### src/rtl/sep_conv_stream.sv
// Separable 2-D convolution engine: streams 1xK/Kx1 filters and an IMGxIMG
// image, then drains (IMG-K+1)^2 saturated results over a valid/ready port.
module sep_conv_stream #(
  parameter int IMG = 8,
  parameter int K   = 5,
  parameter int DW  = 4,
  parameter int OW  = 16
) (
  input  logic                 clk,
  input  logic                 rst,
  input  logic                 filter_valid,
  input  logic                 image_valid,
  input  logic signed [DW-1:0] in_data,
  output logic                 in_ready,
  output logic                 out_valid,
  input  logic                 out_ready,
  output logic signed [OW-1:0] out_data,
  output logic                 out_sat
);

  localparam int M   = IMG - K + 1;
  localparam int NP  = IMG * IMG;
  localparam int NR  = M * M;
  localparam int PCW = $clog2(NP + 1);
  localparam int TCW = $clog2(2 * K + 1);
  localparam int PAW = (NP > 1) ? $clog2(NP) : 1;
  localparam int MCW = $clog2(M + 1);
  localparam int OCW = $clog2(NR + 1);
  localparam int PW0 = 3 * DW + 2 * $clog2(K) + 2;
  localparam int PW  = (PW0 > OW + 1) ? PW0 : OW + 1;

  localparam logic signed [PW-1:0] MAXV =
    PW'((longint'(1) << (OW - 1)) - 1);
  localparam logic signed [PW-1:0] MINV = ~MAXV;

  typedef enum logic [1:0] {
    LOAD,
    CALC,
    DRAIN
  } state_e;

  state_e state_q, state_d;

  logic signed [DW-1:0] f1_q  [K];
  logic signed [DW-1:0] f2_q  [K];
  logic signed [DW-1:0] img_q [NP];

  logic [TCW-1:0] tap_q;
  logic [PCW-1:0] pix_q;
  logic [MCW-1:0] r_q, c_q;
  logic [OCW-1:0] cnt_q;

  logic signed [PW-1:0] acc, row;
  logic [PAW-1:0]       idx;
  logic signed [OW-1:0] res_clip;
  logic                 res_sat;

  logic tap_beat, pix_beat, last_pix;
  logic xfer, last_out, present;

  // A beat with both valids high is a filter beat.
  assign tap_beat = in_ready && filter_valid;
  assign pix_beat = in_ready && image_valid && !filter_valid;
  assign last_pix = pix_beat && (pix_q == PCW'(NP - 1));
  assign xfer     = out_valid && out_ready;
  assign last_out = xfer && (cnt_q == OCW'(NR - 1));
  assign present  = (state_q == CALC) || (xfer && !last_out);

  always_ff @(posedge clk or posedge rst) begin
    if (rst) state_q <= LOAD;
    else     state_q <= state_d;
  end

  always_comb begin
    state_d = state_q;
    unique case (state_q)
      LOAD:    if (last_pix) state_d = CALC;
      CALC:    state_d = DRAIN;
      DRAIN:   if (last_out) state_d = LOAD;
      default: state_d = LOAD;
    endcase
  end

  always_comb begin
    in_ready = 1'b0;
    if (state_q == LOAD) in_ready = 1'b1;
  end

  // Full-precision result for the window at (r_q, c_q).
  always_comb begin
    acc = '0;
    row = '0;
    idx = '0;
    for (int j = 0; j < K; j++) begin
      row = '0;
      for (int i = 0; i < K; i++) begin
        idx = PAW'((int'(r_q) + j) * IMG + int'(c_q) + i);
        row = row + PW'(f1_q[i]) * PW'(img_q[idx]);
      end
      acc = acc + PW'(f2_q[j]) * row;
    end
  end

  always_comb begin
    res_sat  = 1'b0;
    res_clip = OW'(acc);
    if (acc > MAXV) begin
      res_clip = OW'(MAXV);
      res_sat  = 1'b1;
    end else if (acc < MINV) begin
      res_clip = OW'(MINV);
      res_sat  = 1'b1;
    end
  end

  always_ff @(posedge clk or posedge rst) begin
    if (rst) begin
      for (int i = 0; i < K; i++) begin
        f1_q[i] <= '0;
        f2_q[i] <= '0;
      end
      for (int p = 0; p < NP; p++) img_q[p] <= '0;
      tap_q     <= '0;
      pix_q     <= '0;
      r_q       <= '0;
      c_q       <= '0;
      cnt_q     <= '0;
      out_valid <= 1'b0;
      out_data  <= '0;
      out_sat   <= 1'b0;
    end else begin
      if (tap_beat) begin
        if (tap_q == TCW'(2 * K)) begin
          f1_q[0] <= in_data;
          tap_q   <= TCW'(1);
        end else begin
          for (int i = 0; i < K; i++) begin
            if (tap_q == TCW'(i))     f1_q[i] <= in_data;
            if (tap_q == TCW'(K + i)) f2_q[i] <= in_data;
          end
          tap_q <= tap_q + 1'b1;
        end
      end
      if (pix_beat) begin
        for (int p = 0; p < NP; p++) begin
          if (pix_q == PCW'(p)) img_q[p] <= in_data;
        end
        pix_q <= pix_q + 1'b1;
      end
      // r_q/c_q always point one ahead of the presented result.
      if (present) begin
        out_valid <= 1'b1;
        out_data  <= res_clip;
        out_sat   <= res_sat;
        if (state_q == DRAIN) cnt_q <= cnt_q + 1'b1;
        if (c_q == MCW'(M - 1)) begin
          c_q <= '0;
          r_q <= r_q + 1'b1;
        end else begin
          c_q <= c_q + 1'b1;
        end
      end
      if (last_out) begin
        out_valid <= 1'b0;
        pix_q     <= '0;
        r_q       <= '0;
        c_q       <= '0;
        cnt_q     <= '0;
      end
    end
  end

endmodule
### config.mk
export PLATFORM = sky130hd
export DESIGN_NAME = sep_conv_stream
export DESIGN_NICKNAME = d
export VERILOG_FILES = /design/src/rtl/sep_conv_stream.sv
export SDC_FILE = /design/constraint.sdc
export NUM_CORES = 2
export LEC_CHECK = 0
export ABC_AREA = 1
export BUFFER_PORTS_ARGS = -buffer_cell sky130_fd_sc_hd__buf_2
export CAP_MARGIN = 20
export CORE_ASPECT_RATIO = 0.7
export CORE_UTILIZATION = 25
export CTS_CLUSTER_DIAMETER = 150
export CTS_CLUSTER_SIZE = 16
export DETAILED_ROUTE_END_ITERATION = 10
export GPL_ROUTABILITY_DRIVEN = 1
export GPL_TIMING_DRIVEN = 0
export PLACE_DENSITY_LB_ADDON = 0.05
export SLEW_MARGIN = 0
export SYNTH_ARGS = -nofsm -noshare
export SYNTH_HDL_FRONTEND = slang
export SYNTH_SLANG_ARGS = --single-unit
### constraint.sdc
create_clock -name clk -period 24.7 [get_ports clk]
set_input_delay 3.705 -clock clk [delete_from_list [all_inputs] [get_ports clk]]
set_output_delay 3.705 -clock clk [all_outputs]
set_load 0.005 [all_outputs]
# After elaboration in Yosys (flattened, before gate mapping)
# Index checks and enable logic that the tools add are counted.
# classes
addsub	58
mul	30
n_div	0
n_lt_le_gt_ge	27
n_eq_ne	79
shift	0
mux	99
bitwise	26
reduce_logical	95
# ops
operator	n
$bmux 4 s6	25
$eq 7x6->1 const B	32
$mux 4	53
$mul 4x4->8	25
$ge 7x7->1 const B	25
$not 6->7	25
$reduce_and 2->1	68
$eq 7x5->1 const B	16
$add 6x3->6 const B	15
$mul 4x12->16	5
$add 11x8->12	5
$eq 7x4->1 const B	8
$add 10x8->11	5
$add 9x8->10	5
$add 8x8->9	5
$mux 16	2
$add 6x2->6 const B	5
$add 6x3->6	5
$eq 7x3->1 const B	4
$reduce_and 3->1	9
$add 19x16->20	1
$gt 20x16->1 const B	1
$lt 20x16->1 const B	1
$add 18x16->19	1
33 further kinds	68
# word_totals
reg_bits	338
latch_bits	0
mem_bits_rw	0
mem_bits_ro	0
inputBits	9
mem_count	0

# Logic depth before layout (Yosys ltp)
# logic_depth
ltp_word	20
mapped_depth	76

# Worst setup path after synthesis
# No wires, ideal clock.
# synth_path
path_kind	reg-to-reg
startpoint	register c_q[1]
endpoint	register out_data[10]
setup_time_ns	0.126
arrival_ns	13.963
slack_ns	10.611
path_stages_with_launch	70
path_buffers	9
period_less_slack_ns	14.089
path_cell_list	dfrtp_1 -> buf_2 -> inv_2 -> buf_2 -> buf_2 -> buf_2 -> ha_1 -> buf_2 -> clkinv_1 -> buf_2 -> buf_2 -> buf_1 -> nand2_1 -> a31oi_1 -> mux2i_1 -> nand2_1 -> o21ai_0 -> nand2_1 -> (+34 left out) -> inv_1 -> fa_1 -> fa_1 -> fa_1 -> inv_1 -> fa_1 -> inv_1 -> ha_1 -> a21o_1 -> o21bai_1 -> a211oi_1 -> nand2_1 -> nand2_1 -> nand2_1 -> nand3b_1 -> a21oi_1 -> buf_2 -> a21oi_1
# synth_between
elab_chain_cells	19
# synth_lines
element	line	source
start: declaration	50	logic [MCW-1:0] r_q, c_q;
start signal: assignment	160	c_q <= c_q + 1'b1;
$add 6x3->6	97	idx = PAW'((int'(r_q) + j) * IMG + int'(c_q) + i);
$add 6x2->6	97	
$not 6->7 (not written as such)	98	row = row + PW'(f1_q[i]) * PW'(img_q[idx]);
$bmux 4 s6	98	
$mux 4 (not written as such) (2 in a row)	98	
$mul 4x4->8	98	
$add 8x8->9	98	
$add 9x8->10	98	
(+2 left out)	-	
$mul 4x12->16	100	acc = acc + PW'(f2_q[j]) * row;
$add 16x16->17	100	
$add 17x16->18	100	
$add 18x16->19	100	
$add 19x16->20 (*)	100	
$lt 20x16->1	110	end else if (acc < MINV) begin
$mux 16	110	
$mux 16 (*)	107	if (acc > MAXV) begin
end signal: assignment	153	out_data <= res_clip;
end: declaration	17	output logic signed [OW-1:0] out_data,
# Mark *: on every way between the ends. The rest lies on a longest branch, timed or not. The select of a mux whose other input is x is not followed.
# A chain may end at the register's enable or synchronous reset.

# Worst setup path in the final report
# layout_path
startpoint	register c_q[1]
endpoint	register out_data[13]
# The elaborated chain is that of the path after synthesis.

==> flow_summary.toml <==
[run_status]
status = "finished with violations"
violations = "slew limit"

[route]
drtPass1Iterations = 6
drc = 0
drt_iter0_drc = 6804
vias_per_cell = 5.04
finalWirelength_mm = 337
num_vias = 51200
ant_nets = 0
wl_per_cell_um = 33.1

[clocking]
cts_tree = "done"
numCtsBuffers = 29
clock_latency_ps = 720
cts.sinks = 338
cts_resized = 0
postCtsSetupBuffers = 0
cts.clk_slew.worst_paths_ps = 80
cts.htree.levels = 1
cts-root-buf = "clkbuf_16"
cts_hold_buf = 0
cts_buffer_depth = 3

[layout]
final_util_pct = 28.1
mostFrequentLayoutCell = "nand2_1"
fillCellCount = 23700
final_nets = 8425
final_cell_mix = "nand2_1 (1706), inv_1 (1240), fa_1 (828), o21ai_0 (707), nor2_1 (529)"
drive_gt1_share_pct = 5.72
syn_to_final_growth_pct = 10.9
final-instance-count-excl-fill = 10200

[pwr]
p_leak_nw = 30.2
irDropWorstVdd_uv = 65.9
p_per_area_nw_per_um2 = 18.1

[run]
maxCapViolCount = 0

[die]
fp-row-count = 142
start_util_pct = 25.3
die-area_sq_um = 220000
ioPinCount = 28
die_x_um = 560
dieHeight_um = 393
core-area_sq_um = 215000

[sta]
fin_crit_ps = 20100
rsz0062_at_grt = "false"
tns_ps = 0
period_share_pct = 81.4
hold_viol_final = 0
tightest_slew_ps = 1550
fin_skew_ps = 34.2
max_freq_mhz = 49.8
final-max-slew-violation-count = 4
slew_headroom_pct = -3.66
setup_violations = 0

[critical_path]
slowest_stage = "clkbuf_1"
cp.buffers_inverters = 16
cp-start-kind = "flop"
crit_top_cell = "fa_1"
crit_arrival_ps = 20690
reg2reg_depth = 63
path_max_fanout = 11
path_depth = 63
max_stage_delay_ps = 950
crit_family = "adder cells"
worstPathRequired_ps = 25290
endpoint_kind = "flop"
cp-startpoint = "c_q[1]"
r2r-start = "c_q[1]"
crit_type = "flop to flop"

[yosys]
avgSynthCellArea_sq_um = 7.64
synth_edf_count = 0
ys_seq_area_share_pct = 15.5
async_reset_ff_share_pct = 100
synth-warning-count = 0
ys_ff_latch = 338
synth_area_sq_um = 54500
synthFlopType = "dfrtp_1"
synthCells = 7132
syn_nets = 8288
yosysUniqueCellTypes = 61

[hold_path]
worst_hold_path.num_cells = 1
hp-class = "flop to flop"
min_from = "cnt_q[2]"

[grt]
track_usage_pct = 30.7
grt_first_pass_wirelength_mm = 453
grt_remaining_overflow = 0
first_global_vias = 49900
grt_max_degree = 110
antenna_found_initial = 33

[placed_design]
dp_cells = 10100
globalplace.congestion = 1.06
dp_hpwl_mm = 292
portBuffers = 27
## power by group
group	switching (W)	internal, W
Combinational	0.0000312	0.00000431
Sequential	0	0.000553
Clock	0.000274	0.000230
## worst paths after layout
path                                 to  slack [ps]
max                        out_data[13]        4600
max reg2reg                out_data[13]        4600
min                            cnt_q[2]         490
min reg2reg                    cnt_q[2]         490
max in group asynchronous    img_q[246]       20470
min in group asynchronous      pix_q[6]        3060
## kinds of logic (layout without fill, tap and decap cells)
| family | count (synthesis) | count (layout) | share of synthesized area [%] |
|---|---|---|---|
| other | 0 | 19 | 0 |
| muxes | 107 | 107 | 1.97 |
| adders and majority gates | 1148 | 1148 | 37.8 |
| buffers and inverters | 1562 | 1707 | 11.3 |
| xor gates and xnor gates | 101 | 101 | 1.86 |
| and+or+nand+nor | 2786 | 2786 | 20.8 |
| DFF | 338 | 338 | 15.5 |
| AOI/OAI and AO/OA | 1090 | 1090 | 10.8 |
## metrics by stage
step           cell area, sq um  setup WS (ps)  hold WS [ps]  power, W
3_3_place_gp              58200           4380           467  0.000598
5_1_grt                   60400           4050           514   0.00113
4_1_cts                   60300           5170           491   0.00111
3_5_place_dp              59400           5170           473  0.000601
2_1_floorplan             54500          10610           446  0.000577
6_report                  60400           4600           491   0.00109
## cell usage after synthesis (all sizes together), types with 13 or more instances
master / instances / share of area [%]
a21oi: 178 / 1.7
a31oi: 22 / 0.25
buf: 126 / 1.4
clkbuf: 162 / 1.1
dfrtp: 338 / 16
fa: 828 / 30
ha: 319 / 7.3
inv: 1265 / 8.7
mux2i: 107 / 2.0
nand2: 1716 / 12
nand3: 420 / 3.9
nor2: 545 / 3.8
nor3: 15 / 0.14
o211ai: 32 / 0.44
o21a: 14 / 0.19
o21ai: 755 / 7.0
o21bai: 13 / 0.18
o22a: 16 / 0.26
o22ai: 18 / 0.21
or2: 77 / 0.88
xnor2: 41 / 0.71
xor2: 58 / 1.1
## cell type report
type / instances / area [sq um] / share of cell area (%)
Tap cell: 2880 / 3600 / 5.96
Multi-Input combinational cell: 5232 / 40000 / 66.1
Sequential cell: 338 / 8460 / 14.0
Clock inverter: 9 / 144 / 0.238
Clock buffer: 30 / 739 / 1.22
Antenna cell: 19 / 47.5 / 0.0787
Timing Repair Buffer: 106 / 1290 / 2.13
Buffer: 288 / 1380 / 2.29
Inverter: 1274 / 4790 / 7.93
## registers in the layout, summed over array words and instances (netlist names), 2 cells and up
register and count:
cnt_q 5, r_q 3, img_q 256, out_data 16
c_q 3, f2_q 20, f1_q 20, state_q 2
tap_q 4, pix_q 7
## routing by layer
metal  GRT usage, %  routed length, um  vias up
li1               -                  -    22300
met1           50.6             179000    26400
met2           36.7             113000     2310
met3           11.2              41000      178
met4           3.16               3800        8
met5              0                 55        -
## worst register-to-register path: cells and delay by family (launching register included)
family                     cells  cell delay, ps
AOI/OAI and AO/OA             13            4010
xor gates and xnor gates       1             750
adders and majority gates     17            8380
buffers and inverters         16            4590
DFF                            1             410
and+or+nand+nor               16            1810
Note: power is estimated with default switching activity, not from simulation.
